===== config.mk =====
export PLATFORM = sky130hd
export DESIGN_NAME = branch_predict_unit
export DESIGN_NICKNAME = d
export VERILOG_FILES = /design/src/rtl/branch_predict_unit.sv
export SDC_FILE = /design/constraint.sdc
export NUM_CORES = 1
export LEC_CHECK = 0
export CAP_MARGIN = 10
export CELL_PAD_IN_SITES_DETAIL_PLACEMENT = 1
export CELL_PAD_IN_SITES_GLOBAL_PLACEMENT = 1
export CORE_ASPECT_RATIO = 1.4
export CORE_MARGIN = 3
export CORE_UTILIZATION = 31
export DETAILED_ROUTE_END_ITERATION = 16
export HOLD_SLACK_MARGIN = 0.15
export PLACE_DENSITY_LB_ADDON = 0.1
export SYNTH_ARGS = -nofsm -noshare
export SYNTH_HDL_FRONTEND = slang
export SYNTH_SLANG_ARGS = --single-unit

===== constraint.sdc =====
create_clock -name clk -period 2.5 [get_ports clk]
set_input_delay 0.5 -clock clk [delete_from_list [all_inputs] [get_ports clk]]
set_output_delay 0.5 -clock clk [all_outputs]
set_load 0.005 [all_outputs]

===== src/rtl/branch_predict_unit.sv =====
// Branch resolution and 2-bit bimodal predictor with misprediction redirect and
// saturating branch / misprediction statistics.
module branch_predict_unit #(
  parameter int unsigned PC_W  = 32,
  parameter int unsigned IDX_W = 4,
  parameter int unsigned CNT_W = 16
) (
  input  logic             clk,
  input  logic             rst,
  input  logic [PC_W-1:0]  if_pc,
  output logic             pred_taken,
  input  logic             ex_valid,
  input  logic             ex_bran,
  input  logic [2:0]       ex_cond,
  input  logic [2:0]       ex_flag,
  input  logic [PC_W-1:0]  ex_pc,
  input  logic [PC_W-1:0]  ex_target,
  input  logic             ex_pred,
  output logic             take_bran,
  output logic             mispred,
  output logic [PC_W-1:0]  redirect_pc,
  output logic [CNT_W-1:0] bran_cnt,
  output logic [CNT_W-1:0] mispred_cnt
);

  localparam int unsigned ENTRIES = 2 ** IDX_W;

  logic [1:0]       pht [ENTRIES];
  logic [IDX_W-1:0] rd_idx;
  logic [IDX_W-1:0] wr_idx;
  logic             flag_z;
  logic             flag_v;
  logic             flag_n;
  logic             resolve;
  logic             wrong;

  assign rd_idx = if_pc[IDX_W+1:2];
  assign wr_idx = ex_pc[IDX_W+1:2];
  assign flag_z = ex_flag[2];
  assign flag_v = ex_flag[1];
  assign flag_n = ex_flag[0];

  // Lookup reads the pre-update entry; no same-cycle bypass from the resolve path.
  assign pred_taken = pht[rd_idx][1];

  always_comb begin
    take_bran = 1'b0;
    if (ex_valid && ex_bran) begin
      case (ex_cond)
        3'b000:  take_bran = flag_z;
        3'b001:  take_bran = !flag_z;
        3'b010:  take_bran = !flag_z && !flag_n;
        3'b011:  take_bran = flag_n;
        3'b100:  take_bran = flag_z || !flag_n;
        3'b101:  take_bran = flag_z || flag_n;
        3'b110:  take_bran = flag_v;
        default: take_bran = 1'b1;
      endcase
    end
  end

  assign resolve = ex_valid && ex_bran;
  assign wrong   = resolve && (take_bran != ex_pred);

  always_ff @(posedge clk) begin
    if (rst) begin
      for (int unsigned i = 0; i < ENTRIES; i++) begin
        pht[IDX_W'(i)] <= 2'b01;
      end
      mispred     <= 1'b0;
      redirect_pc <= '0;
      bran_cnt    <= '0;
      mispred_cnt <= '0;
    end else begin
      mispred <= wrong;
      if (wrong) begin
        redirect_pc <= take_bran ? ex_target : ex_pc + PC_W'(4);
      end
      if (resolve) begin
        if (take_bran) begin
          if (pht[wr_idx] != 2'b11) pht[wr_idx] <= pht[wr_idx] + 2'd1;
        end else begin
          if (pht[wr_idx] != 2'b00) pht[wr_idx] <= pht[wr_idx] - 2'd1;
        end
        if (bran_cnt != '1) bran_cnt <= bran_cnt + CNT_W'(1);
      end
      if (wrong && (mispred_cnt != '1)) begin
        mispred_cnt <= mispred_cnt + CNT_W'(1);
      end
    end
  end

endmodule


# --- Yosys cells after proc, flatten, opt, wreduce, memory -nomap -nowiden ---
# Memories as Yosys holds them, arrays and structs flattened.
# Index checks and enable logic that the tools add are counted.
classes:
  n_reduce_logical: 12
  eq_ne: 10
  n_addsub: 5
  mux: 19
  n_bitwise: 1
ops:
  columns: ["operator", "n"]
  rows:
  - ["16-bit by 1-bit adder with 16-bit output, second input constant", 2]
  - ["32-bit by 3-bit adder with 32-bit output, second input constant", 1]
  - ["32-bit 2-to-1 mux", 1]
  - ["16-bit != test, second input constant", 2]
  - ["1-bit 2-to-1 mux", 14]
  - ["3-bit equality test, second input constant", 3]
  - ["1-bit case mux with 7 select lines", 1]
  - ["3-bit by 2-bit equality test with 1-bit output, second input constant", 2]
  - ["1-bit logical AND", 4]
  - ["2-bit 2-to-1 mux", 2]
  - ["4-bit 2-to-1 mux", 1]
  - ["3-bit by 1-bit equality test with 1-bit output, second input constant", 1]
  - ["3-bit zero test", 1]
  - ["2-bit by 1-bit adder with 2-bit output, second input constant", 1]
  - ["1-bit zero test", 2]
  - ["1-bit logical OR", 2]
  - ["2-bit != test, second input constant", 1]
  - ["2-bit AND reduction", 1]
  - ["2-bit nonzero test", 1]
  - ["2-bit OR reduction", 1]
  - ["2-bit by 1-bit subtractor with 2-bit output, second input constant", 1]
  - ["1-bit != test", 1]
  - ["1-bit OR", 1]
word_totals:
  n_memories: 1
  register_bits: 65
  wordCells: 52
  ram_bits: 32
mem_list:
  columns: ["name", "words", "word_bits", "read_ports", "rd_ports_with_merged_regs", "wr", "line_no", "text"]
  rows:
  - ["pht", 16, 2, 2, 0, 16, "28", "logic [1:0] pht [ENTRIES];"]

# --- Longest topological paths before layout ---
# Gate-level depths: netlist of the first run.
logic_depth:
  word_depth: 11
  ltp_mapped: 9
  mapped_depth_nobuf: 7

# --- Worst setup path before layout of the first run ---
# No wires, ideal clock.
synth_timing:
  path_kind: "input-to-reg"
  from: "input ex_pc[2]"
  to: "memory pht[2][0] (enable)"
  slack_ns: 0.073
  stages: 7
  n_path_buf: 1
  arrival_time_ns: 2.100
  cell_sequence: "mux4_1 -> a2bb2oi_1 -> a22oi_1 -> or2b_1 -> mux2i_2 -> buf_6 -> o21ai_0"
synth_rtl:
  columns: ["item", "line_no", "text"]
  rows:
  - ["start: declaration", "16", "input logic [PC_W-1:0] ex_pc,"]
  - ["end: declaration", "28", null]

==> flow_metrics.tcl, run 1 <==
set metrics [dict create \
    r2r-start "pht[14][0]$_SDFFCE_PN1P_" \
    initial_core_util 0.319 \
    outcome "complete, no violations" \
    fillers 2087 \
    grt_use_met2 0.409 \
    cts_tree "done" \
    final_cell_mix "clkdlybuf4s50_1, nand2_1, buf_4, dfxtp_1, nor2_1" \
    drtIter0Drc 224 \
    vias 5588 \
    clock_sinks 97 \
    ys_ff_latch 97 \
    async_flop_share 0 \
    setup_viol_count_final 0 \
    wl_per_cell_um 19.3 \
    die_h_um 165 \
    numPortBuffers 145 \
    grt_busiest_layer "met2" \
    worst_slew_pin_slew_ns 0.524 \
    crit_type "primary input to flip-flop" \
    syn_area_um2 5590 \
    drc 0 \
    clkTransAtPathRegs_ns 0.07 \
    multiInputGateArea_um2 3180 \
    grtUsageMet1 0.225 \
    min_path_type "flip-flop to flip-flop" \
    critPathMaxFanout 9 \
    met3_usage 0.0343 \
    ff_latch_area_um2 2260 \
    seq_area_frac_synth 0.405 \
    start_kind "primary input" \
    crit_path_end "pht[7][1]$_SDFFCE_PN0P_" \
    hpwl_mm 16.0 \
    fp.coreArea_um2 17500 \
    drv_slew 0 \
    placed_cells_incl_taps 1045 \
    mostFrequentLayoutCell "clkdlybuf4s50_1" \
    first_pass_iters 4 \
    clk_path_buf_depth 2 \
    yosysUniqueCellTypes 63 \
    reg2reg_to "pht[7][1]$_SDFFCE_PN0P_" \
    antenna_cells 0 \
    finalCritPeriodShare 0.982 \
    grt_overflow 0 \
    fin_skew_ns 0.00774 \
    p_leak_nw 2.90 \
    finalNonFillerCells 1068 \
    die_x_um 119 \
    yosysWarnings 0 \
    synthFlopType "dfxtp_1" \
    post-route-util 0.462 \
    rsz0062_at_grt "yes" \
    antenna_found_initial 0 \
    drive_above_1_share 0.165 \
    grt_pass1_vias 6138 \
    die_area_um2 19700 \
    grt_max_degree 40 \
    hold_violations 0 \
    cellPowerDensity_nw_per_um2 479 \
    worst-endpoint-required_ns 2.58 \
    worstPathArrival_ns 2.54 \
    clock-root-buffer "clkbuf_16" \
    post_synth_inst_count 628 \
    maxSlewHeadroom 0.649 \
    synth_edf_count 32 \
    cp-startpoint "ex_flag[1]" \
    track_usage 0.211 \
    antenna_left 0 \
    cts_max_level 3 \
    max_freq_ghz 0.407 \
    syn_avg_cell_area_um2 8.90 \
    avgViaCountPerCell 5.23 \
    max-vdd-ir-drop_mv 0.258 \
    endpoint_kind "flip-flop" \
    whs_ns 0.466 \
    routed_wl_mm 20.6 \
    ctsHoldBuffers 0 \
    rr_worst_depth 7 \
    area_delta_synth_final_pct 44.9 \
    nets 940 \
    place.gp.congestion 0.854 \
    insertion_delay_ns 0.35 \
    grt_pass1_wl_mm 32.5 \
    io_pins 174 \
    drv_cap 0 \
    r2r_slack_ns 0.14 \
    fin_crit_ns 2.45 \
    fp-row-count 57 \
    syn-num-nets 741 \
    numCtsBuffers 9 \
]
power by group:
| group | internal, mW | switching, mW |
|---|---|---|
| Sequential | 1.67 | 0.0314 |
| Combinational | 0.385 | 0.380 |
| Clock | 0.779 | 0.638 |
worst max-delay path, cell delays in order:
cell	delay, ns
clkdlybuf4s50_1	0.46
nor3b_1	0.05
o21a_2	0.25
nor4_4	0.17
buf_4	0.16
buf_4	0.11
or2b_1	0.27
mux2i_2	0.20
buf_4	0.22
o21ai_1	0.14
metrics by stage:
step | setup TNS, ns | area [µm²] | setup slack (ns) | power, mW
after floorplan | 0 | 5590 | 0.0727 | 2.05
after global placement | -56.49 | 7680 | -0.654 | 2.44
after detailed placement | -64.00 | 7680 | -0.734 | 2.47
after CTS | 0 | 8040 | 0.00588 | 3.89
after global routing | -0.926 | 8100 | -0.0532 | 4.06
final | 0 | 8100 | 0.0452 | 3.88
synth_stat cells, types with 13 or more instances:
library cell	instances	area (µm²)
nand3_1	38	190
xnor2_1	23	201
nand4_1	17	106
o21ai_0	37	185
xor2_1	19	166
nor3_1	13	65.1
dfxtp_1	65	1300
nor2_1	64	240
edfxtp_1	32	961
nand2_1	88	330
mux2i_1	13	130
a21oi_1	38	190
clkbuf_1	17	63.8
cell type report:
cell class	count	share of cell area
multi-input combinational	483	0.392
sequential	97	0.279
timing repair buffer	223	0.251
tap	236	0.0365
clock buffer	11	0.0287
clock inverter	5	0.00680
inverter	13	0.00603
timing repair:
item | CTS | global route
pin swaps | 5 | 2
gates resized for setup | 41 | 21
gates cloned | 2 | 0
setup endpoints to repair | 113 | 109
setup buffers | 4 | 1
logic make-up after synthesis:
logic type               synth area share
AO/OA/AOI/OAI                       0.156
multiplexers                       0.0748
adder cells (fa/ha/maj)            0.0134
flip-flops                          0.405
XOR/XNOR                           0.0658
buffers and inverters              0.0459
AND/OR/NAND/NOR                     0.240
registers in the layout, summed over array words and instances (netlist names):
name and count:
bran_cnt 16, mispred 1, mispred_cnt 16, pht 32, redirect_pc 32
routing by layer:
layer	wire length (µm)	share of wire
met1	7900	0.38
met2	11400	0.55
met3	710	0.034
met4	612	0.030
met5	0	0
worst min-delay path by stage:
stage / from / end / slack, ns / depth (start not counted)
after floorplan: redirect_pc[12]$_SDFFE_PP0P_ / redirect_pc[12]$_SDFFE_PP0P_ / 0.45 / 2
after global placement: redirect_pc[23]$_SDFFE_PP0P_ / redirect_pc[23]$_SDFFE_PP0P_ / 0.45 / 2
after detailed placement: redirect_pc[17]$_SDFFE_PP0P_ / redirect_pc[17]$_SDFFE_PP0P_ / 0.45 / 1
after CTS: redirect_pc[23]$_SDFFE_PP0P_ / redirect_pc[23]$_SDFFE_PP0P_ / 0.47 / 2
after global routing: redirect_pc[17]$_SDFFE_PP0P_ / redirect_pc[17]$_SDFFE_PP0P_ / 0.49 / 1
final: redirect_pc[23]$_SDFFE_PP0P_ / redirect_pc[23]$_SDFFE_PP0P_ / 0.47 / 2
No activity file was read; power rests on OpenSTA's default activity.
==> run 2: changes to the inputs <==
- CORE_MARGIN: 3 -> 8
- SETUP_SLACK_MARGIN: unset -> 0.2
==> run 2 against run 1 <==
Net effect: critical path depth down 7; clock power barely moved; hold slack about the same; sequential power is essentially flat; total power rose by 4.1%; fmax increased by 1.6%; final cell count up 1.8%; critical endpoint is now pred_taken; largest cell class unchanged; highest routed layer is now met5.
==> flow_metrics.tcl, run 2 (synthesized netlist as in run 1, its figures left out) <==
set metrics [dict create \
    finish.instance_area_um2 8690 \
    start_kind "flip-flop" \
    drc 0 \
    whs_ns 0.466 \
    crit_buf_inv 1 \
    max_freq_ghz 0.414 \
    clock-root-buffer "clkbuf_16" \
    mostFrequentLayoutCell "clkdlybuf4s50_1" \
    top_regs "pht: 32 flops, redirect_pc: 32 flops" \
    setup_viol_count_final 0 \
    worst_path_max_delay_cell "mux4_2" \
    placed_area_um2 7750 \
    grt_pass1_vias 6392 \
    nets 955 \
    cts_tree "done" \
    worst_slew_pin_slew_ns 0.635 \
    min_path_type "flip-flop to flip-flop" \
    crit_type "flip-flop to primary output" \
    antenna_cells 0 \
    vias 5704 \
    initial_core_util 0.313 \
    multiInputGateArea_um2 3550 \
    area_delta_synth_final_pct 55.4 \
    crit_chain "mux4_2 > mux4_2 > buf_2" \
    grt_max_degree 37 \
    final_cell_mix "clkdlybuf4s50_1, nand2_1, buf_4, dfxtp_1, nor2_1" \
    setup_tns_ns 0 \
    antenna_left 0 \
    critPathMaxFanout 2 \
    critical-path-top-delay-family "multiplexers" \
    rsz0062_at_grt "yes" \
    layout_setup_ws_ns 0.0829 \
    insertion_delay_ns 0.36 \
    die_x_um 129 \
    numPortBuffers 145 \
    ff_latch_area_um2 2260 \
    place_ws_ns -0.737 \
    drv_slew 0 \
    first_pass_iters 4 \
    power_mw 4.04 \
    fin_crit_ns 2.42 \
    drv_cap 0 \
    fp-row-count 58 \
    cts_max_level 3 \
    clkTransAtPathRegs_ns 0.08 \
    maxSlewHeadroom 0.576 \
    p_leak_nw 3.07 \
    io_pins 174 \
    die_h_um 175 \
    die_area_um2 22600 \
    path_common_cell "mux4_2" \
    drive_above_1_share 0.247 \
    worstPathArrival_ns 1.92 \
    cellPowerDensity_nw_per_um2 465 \
    routed_wl_mm 22.7 \
    max-vdd-ir-drop_mv 0.342 \
    wl_per_cell_um 20.9 \
    critical_path.max_stage_delay_ns 0.51 \
    hpwl_mm 16.5 \
    fin_skew_ns 0.0124 \
    worst-endpoint-required_ns 2.00 \
    numCtsBuffers 9 \
    grt_overflow 0 \
    grt_pass1_wl_mm 35.0 \
    fp.coreArea_um2 17900 \
    track_usage 0.199 \
    clk_path_buf_depth 2 \
    ctsHoldBuffers 0 \
    endpoint_kind "primary output" \
    place.gp.congestion 0.851 \
    finalCritPeriodShare 0.967 \
    hold_violations 0 \
    fillers 2077 \
    antenna_found_initial 1 \
    outcome "complete, no violations" \
    avgViaCountPerCell 5.25 \
    drtIter0Drc 293 \
    clock_sinks 97 \
]
## run 2: cell count changes in the layout (fill, tap and decap cells not counted), moves of 4 or more
cell,change
buf_8,+4
o21ai_4,+15
nor2_2,+7
o21ai_1,-14
nand3_1,-15
buf_2,+8
nor2_1,-9
buf_6,+9
nand3_2,+15
## run 2: area by class of cell
type	count	share of cell area
multi-input combinational	484	0.408
inverter	13	0.00562
timing repair buffer	237	0.257
sequential	97	0.260
clock inverter	2	0.00187
clock buffer	14	0.0330
tap	240	0.0346
## run 2: metal layers
metal / up-vias / global-route usage / routed length [µm]
met1: 2822 / 0.215 / 8740
met5: - / 0 / 13
met4: 2 / 0.0675 / 445
met2: 129 / 0.370 / 12500
li1: 2719 / - / -
met3: 32 / 0.0415 / 942
## run 2: what timing repair did
item | 4_1_cts | 5_1_grt
pin swaps | 19 | 39
cloned | 3 | 1
endpoints found under the setup margin | 115 | 102
resized for setup | 116 | 56
setup buffers | 8 | 6
## run 2: final timing paths
kind / slack, ns / cells after the start / start / endpoint
worst max-delay path: 0.08 / 3 / pht[11][1]$_SDFFCE_PN0P_ / pred_taken
worst min-delay path: 0.47 / 1 / redirect_pc[31]$_SDFFE_PP0P_ / redirect_pc[31]$_SDFFE_PP0P_
worst max register to register: 0.13 / 8 / pht[8][1]$_SDFFCE_PN0P_ / pht[15][0]$_SDFFCE_PN1P_
worst min register to register: 0.47 / 1 / redirect_pc[31]$_SDFFE_PP0P_ / redirect_pc[31]$_SDFFE_PP0P_
## run 2: worst register-to-register path: cells and delay by family (launching register included)
kind            cells  cell delay [ns]
mux                 2             0.72
compound gates      2             0.27
simple gates        2             0.29
buf+inv             2             0.34
flops               1             0.45
## run 2: power by group
part	leakage (nW)	internal, mW	total [mW]	switching (mW)
logic	2.12	0.452	0.915	0.462
clock network	0.148	0.800	1.43	0.627
registers	0.803	1.67	1.70	0.0322
## run 2: through the flow
| stage | std cells | utilization |
|---|---|---|
| after floorplan | 628 | - |
| after global placement | 1053 | 0.434 |
| after detailed placement | 1053 | 0.434 |
| after CTS | 1080 | 0.473 |
| after global routing | 1087 | 0.487 |
| final | 1087 | 0.487 |
